File: src/rtl/mole_game_engine.sv
// Whack-a-mole game engine: raises MAX_ACTIVE moles per wave and scores key hits in packed BCD.
// Optional build macro MOLE_PENALTY_EN: a miss also subtracts one point, saturating at zero.
module mole_game_engine #(
    parameter int HOLES       = 16,
    parameter int MAX_ACTIVE  = 2,
    parameter int UP_TICKS    = 50_000_000,
    parameter int ROUND_WAVES = 30,
    parameter int DIGITS      = 6
) (
    input  logic                clk,
    input  logic                rst_n,
    input  logic                start,
    input  logic [4:0]          keyvalue,
    input  logic                keyfinish,
    input  logic [3:0]          rnd,
    output logic [HOLES-1:0]    mole_mask,
    output logic [1:0]          state,
    output logic [4*DIGITS-1:0] score,
    output logic                hit_pulse,
    output logic                miss_pulse,
    output logic                game_over
);
    localparam int IDX_W  = $clog2(HOLES);
    localparam int CNT_W  = $clog2(MAX_ACTIVE + 1);
    localparam int TMR_W  = $clog2(UP_TICKS + 1);
    localparam int WAVE_W = $clog2(ROUND_WAVES + 1);
    localparam logic [TMR_W-1:0] UP_LOAD = TMR_W'(UP_TICKS - 1);

    localparam logic [1:0] S_IDLE  = 2'd0;
    localparam logic [1:0] S_SPAWN = 2'd1;
    localparam logic [1:0] S_UP    = 2'd2;
    localparam logic [1:0] S_DONE  = 2'd3;

    logic [1:0]          state_reg, state_next;
    logic [HOLES-1:0]    mask_reg, mask_next;
    logic [4*DIGITS-1:0] score_reg, score_next;
    logic [TMR_W-1:0]    timer_reg, timer_next;
    logic [WAVE_W-1:0]   wave_reg, wave_next;
    logic [CNT_W-1:0]    cnt_reg, cnt_next;
    logic                hit_reg, miss_reg;

    logic [IDX_W-1:0]    key_idx, spawn_idx;
    logic [HOLES-1:0]    key_onehot, spawn_onehot, mask_after_hit;
    logic [WAVE_W:0]     wave_inc;
    logic                key_valid, in_up, hit, miss, wave_end, last_wave;
    logic                restart, spawn_new, spawn_full;

    assign key_idx        = keyvalue[IDX_W-1:0];
    assign spawn_idx      = rnd[IDX_W-1:0];
    assign key_onehot     = HOLES'(1) << key_idx;
    assign spawn_onehot   = HOLES'(1) << spawn_idx;
    assign key_valid      = keyfinish && (keyvalue < 5'(HOLES));
    assign in_up          = (state_reg == S_UP);
    assign hit            = in_up && key_valid && |(mask_reg & key_onehot);
    assign miss           = in_up && key_valid && !hit;
    assign mask_after_hit = hit ? (mask_reg & ~key_onehot) : mask_reg;
    // A hit on the last raised mole ends the wave in the same cycle as the hit.
    assign wave_end       = in_up && ((timer_reg == '0) || (mask_after_hit == '0));
    assign wave_inc       = {1'b0, wave_reg} + (WAVE_W+1)'(1);
    assign last_wave      = wave_inc >= (WAVE_W+1)'(ROUND_WAVES);
    assign restart        = start && ((state_reg == S_IDLE) || (state_reg == S_DONE));
    assign spawn_new      = (state_reg == S_SPAWN) && !(|(mask_reg & spawn_onehot));
    assign spawn_full     = spawn_new && (cnt_reg == CNT_W'(MAX_ACTIVE - 1));

    // Per-digit BCD increment/decrement; carries and borrows come from the lower digits.
    logic [DIGITS-1:0]   is_nine;
    logic [4*DIGITS-1:0] score_inc;
    logic                all_nines;
`ifdef MOLE_PENALTY_EN
    logic [DIGITS-1:0]   is_zero;
    logic [4*DIGITS-1:0] score_dec;
    logic                all_zero;
    assign all_zero = &is_zero;
`endif
    assign all_nines = &is_nine;

    generate
        for (genvar gi = 0; gi < DIGITS; gi++) begin : g_digit
            logic [3:0] dig;
            logic       inc_en;
            assign dig         = score_reg[4*gi +: 4];
            assign is_nine[gi] = (dig == 4'd9);
            if (gi == 0) begin : g_lsd_inc
                assign inc_en = 1'b1;
            end else begin : g_up_inc
                assign inc_en = &is_nine[gi-1:0];
            end
            assign score_inc[4*gi +: 4] = !inc_en ? dig : (is_nine[gi] ? 4'd0 : dig + 4'd1);
`ifdef MOLE_PENALTY_EN
            logic dec_en;
            assign is_zero[gi] = (dig == 4'd0);
            if (gi == 0) begin : g_lsd_dec
                assign dec_en = 1'b1;
            end else begin : g_up_dec
                assign dec_en = &is_zero[gi-1:0];
            end
            assign score_dec[4*gi +: 4] = !dec_en ? dig : (is_zero[gi] ? 4'd9 : dig - 4'd1);
`endif
        end
    endgenerate

    always_ff @(posedge clk or negedge rst_n) begin
        if (!rst_n) state_reg <= S_IDLE;
        else        state_reg <= state_next;
    end

    always_comb begin
        state_next = state_reg;
        case (state_reg)
            S_IDLE:  if (start) state_next = S_SPAWN;
            S_SPAWN: if (spawn_full) state_next = S_UP;
            S_UP:    if (wave_end) state_next = last_wave ? S_DONE : S_SPAWN;
            default: if (start) state_next = S_SPAWN;
        endcase
    end

    always_comb begin
        state     = state_reg;
        game_over = (state_reg == S_DONE);
    end

    always_comb begin
        mask_next  = mask_reg;
        score_next = score_reg;
        timer_next = timer_reg;
        wave_next  = wave_reg;
        cnt_next   = cnt_reg;
        if (restart) begin
            mask_next  = '0;
            score_next = '0;
            wave_next  = '0;
            cnt_next   = '0;
        end else if (state_reg == S_SPAWN) begin
            if (spawn_new) begin
                mask_next = mask_reg | spawn_onehot;
                cnt_next  = cnt_reg + CNT_W'(1);
            end
            if (spawn_full) timer_next = UP_LOAD;
        end else if (in_up) begin
            mask_next = mask_after_hit;
            if (timer_reg != '0) timer_next = timer_reg - TMR_W'(1);
            if (hit) score_next = all_nines ? score_reg : score_inc;
`ifdef MOLE_PENALTY_EN
            else if (miss) score_next = all_zero ? score_reg : score_dec;
`endif
            if (wave_end) begin
                mask_next = '0;
                wave_next = wave_inc[WAVE_W-1:0];
                cnt_next  = '0;
            end
        end
    end

    always_ff @(posedge clk or negedge rst_n) begin
        if (!rst_n) begin
            mask_reg  <= '0;
            score_reg <= '0;
            timer_reg <= '0;
            wave_reg  <= '0;
            cnt_reg   <= '0;
            hit_reg   <= 1'b0;
            miss_reg  <= 1'b0;
        end else begin
            mask_reg  <= mask_next;
            score_reg <= score_next;
            timer_reg <= timer_next;
            wave_reg  <= wave_next;
            cnt_reg   <= cnt_next;
            hit_reg   <= hit;
            miss_reg  <= miss;
        end
    end

    assign mole_mask  = mask_reg;
    assign score      = score_reg;
    assign hit_pulse  = hit_reg;
    assign miss_pulse = miss_reg;
endmodule

File: config.mk
export PLATFORM = sky130hd
export DESIGN_NAME = mole_game_engine
export DESIGN_NICKNAME = d
export VERILOG_FILES = /design/src/rtl/mole_game_engine.sv
export SDC_FILE = /design/constraint.sdc
export NUM_CORES = 1
export LEC_CHECK = 0
export CAP_MARGIN = 20
export CORE_ASPECT_RATIO = 2
export CORE_UTILIZATION = 30
export DETAILED_ROUTE_END_ITERATION = 8
export GPL_ROUTABILITY_DRIVEN = 0
export PLACE_DENSITY = 0.46
export SYNTH_ARGS = -nofsm -noshare
export SYNTH_HDL_FRONTEND = slang
export SYNTH_SLANG_ARGS = --single-unit
export TNS_END_PERCENT = 30
File: constraint.sdc
create_clock -name clk -period 5.8 [get_ports clk]
set_input_delay 1.16 -clock clk [delete_from_list [all_inputs] [get_ports clk]]
set_output_delay 1.16 -clock clk [all_outputs]
set_load 0.02 [all_outputs]
==> flow_summary.toml <==
[outcome]
outcome = "completed"

[synthesis]
avgSynthCellArea_sq_um = 8.92
yosysWarnings = 0
ys_seq_elements = 77
synth_cells = 546
syn_nets = 579
ys_types = 71
ys_async_sr_fraction_pct = 100
yosysSeqAreaShare_pct = 39.6
synthFlopType = "dfrtp_1"
synth_edf_count = 0
syn_area_sq_um = 4870

[final_layout]
area_delta_synth_final_pct = 22.5
seq_area_sq_um = 1930
layout_common_cells = "dfrtp_1, nand2_1, clkdlybuf4s50_1"
final_cell_count_no_fill = 800
multi_input_area_sq_um = 2720
final_common_cell = "dfrtp_1"
nFillCells = 1599
nets = 627
antenna_cells = 0
layout-drive-gt1-share_pct = 7.01
largest_register_ffs = 26

[place]
hpwl_um = 10400
port_buffers = 57
dpl.cell_count = 784

[timing]
drv_slew = 0
finClkSkew_ns = 0.00951
setup_tns_ns = 0
min_period_ns = 4.58
fin_crit_sh_pct = 79.0
rsz0062_at_grt = "no"
worst_pin_slew_ns = 0.756
max_slew_margin_pct = 49.5
setup_viol = 0
timing.fmax_ghz = 0.218
final-hold-violation-count = 0

[critical_path]
endpoint_kind = "flip-flop"
worstPathMaxFanout = 14
crit_arrival_ns = 4.82
critPathRequiredTime_ns = 6.04
worst-setup-path-type = "input pin to flip-flop"
crit_path_start_kind = "input pin"

[clock_tree]
numCtsBuffers = 9
cts_resized = 0
clkLatencyLatePin_ns = 0.34
cts_tree = "built"
cts_buffer_depth = 2
clk_pin_slew_ns = 0.06
cts_sinks = 77
cts_htree_levels = 3
cts_hold_buffers = 0
cts_setup_buffers = 0
cts-root-buf = "clkbuf_16"

[detailed_routing]
drc = 0
wl_per_cell_um = 17.6
drtPass1Iterations = 4
ant_nets = 0
vias = 4269
dr.max_layer_used = "met4"
drtIter0Drc = 167
wl_met2_um = 7640
viasPerCell = 5.34
met1_length_um = 5460
wl_met3_um = 513
routed_wl_um = 14100

[die]
core-area_sq_um = 15900
row_count = 65
die_y_um = 182
start_util_pct = 30.7
die_w_um = 92.1
ios = 58
fp.dieArea_sq_um = 16800

[grt]
grt_pass1_wl_um = 22700
grt_pass1_vias = 4303
grt-ovfl-total = 0
grt_util_all_layers_pct = 17.6
antenna_found_initial = 0
grt_max_degree = 56

[run]
cap_violations = 0

[power]
power.density_nw_per_um2 = 470
p_leak_nw = 2.38
ir_worst_vdd_v = 0.000189

[worst_hold_path]
min_path_type = "flip-flop to flip-flop"
==> critical path: stages <==
cell	delay, ns
clkdlybuf4s50_1	0.69
buf_4	0.31
nand2_1	0.18
o2bb2ai_1	0.10
a2111o_1	0.46
o21ai_2	0.51
nor2_1	0.25
a32oi_1	0.34
o41a_1	0.19
o21ai_1	0.12
buf_4	0.27
a311oi_1	0.22
==> layout make-up <==
class	instances	share of cell area, %
tap	201	4.22
clock inverter	7	2.06
sequential	77	32.3
timing repair buffer	66	10.7
multi-input combinational	418	45.6
inverter	22	1.38
clock buffer	9	3.78
==> layer usage <==
layer,vias up,GRT usage [%]
li1,2088,-
met1,2046,18.8
met2,110,32.8
met3,25,2.33
met4,0,9.50
met5,-,0
==> synth_stat cells (3+ instances only) <==
cell type  number  area [sq um]
dfrtp_1        77          1930
nand2_1        56           210
nor2_1         44           165
a21oi_1        32           160
o21ai_0        30           150
nand3_1        28           140
inv_1          22          82.6
ha_1           20           250
clkbuf_1       18          67.6
xnor2_1        14           123
nor3_1         12          60.1
and3_1         10          62.6
mux2i_1        10           100
nand3b_1       10          75.1
buf_2           8          40.0
nand4_1         8          50.1
nor2b_1         8          50.1
or3_1           8          50.1
or4_1           8          60.1
a31oi_1         7          43.8
nor4_1          7          43.8
o31ai_1         7          52.6
a311oi_1        6          52.6
o21ai_1         6          30.0
xor2_1          6          52.6
and2_1          5          31.3
nor3b_1         5          37.5
nand2b_1        4          25.0
a211o_1         3          26.3
a211oi_1        3          22.5
and2b_1         3          22.5
buf_6           3          33.8
o211ai_1        3          22.5
o32ai_1         3          26.3
o41ai_1         3          26.3
==> cell families after synthesis <==
kind of cell               Yosys count  synth area share (%)
DFF                                 77                  39.6
AOI/OAI and AO/OA                  128                  17.5
muxes                               15                  3.44
adders and majority gates           21                  5.34
buffers and inverters               51                  4.60
and+or+nand+nor                    234                  26.0
xor gates and xnor gates            20                  3.60
==> path summary, 6_finish.rpt <==
check / from / end / slack (ns) / cells after the start
max: keyvalue[3] / mole_mask[7]$_DFFE_PN0P_ / 1.22 / 12
min: timer_reg[0]$_DFFE_PN0P_ / timer_reg[0]$_DFFE_PN0P_ / 0.50 / 1
max reg2reg: state[1]$_DFFE_PN0P_ / timer_reg[23]$_DFFE_PN0P_ / 2.34 / 11
min reg2reg: timer_reg[0]$_DFFE_PN0P_ / timer_reg[0]$_DFFE_PN0P_ / 0.50 / 1
max in group asynchronous: rst_n / mole_mask[4]$_DFFE_PN0P_ / 4.01 / 2
min in group asynchronous: rst_n / timer_reg[15]$_DFFE_PN0P_ / 0.72 / 1
==> power breakdown <==
| part | internal [mW] | switching (mW) |
|---|---|---|
| logic | 0.484 | 0.711 |
| registers | 0.707 | 0.242 |
| clock network | 0.423 | 0.237 |
==> through the flow <==
stage	hold slack, ns	power, mW	instance area [sq um]	worst slack [ns]	utilization (%)
after CTS	0.498	2.85	5960	1.21	37.6
after floorplan	0.455	1.70	4870	2.06	-
after global routing	0.511	3.01	5960	0.999	37.6
final	0.499	2.80	5960	1.22	37.6
after global placement	0.488	2.16	5620	0.879	35.4
after detailed placement	0.487	2.17	5620	0.851	35.4
No activity file was read; power rests on OpenSTA's default activity.
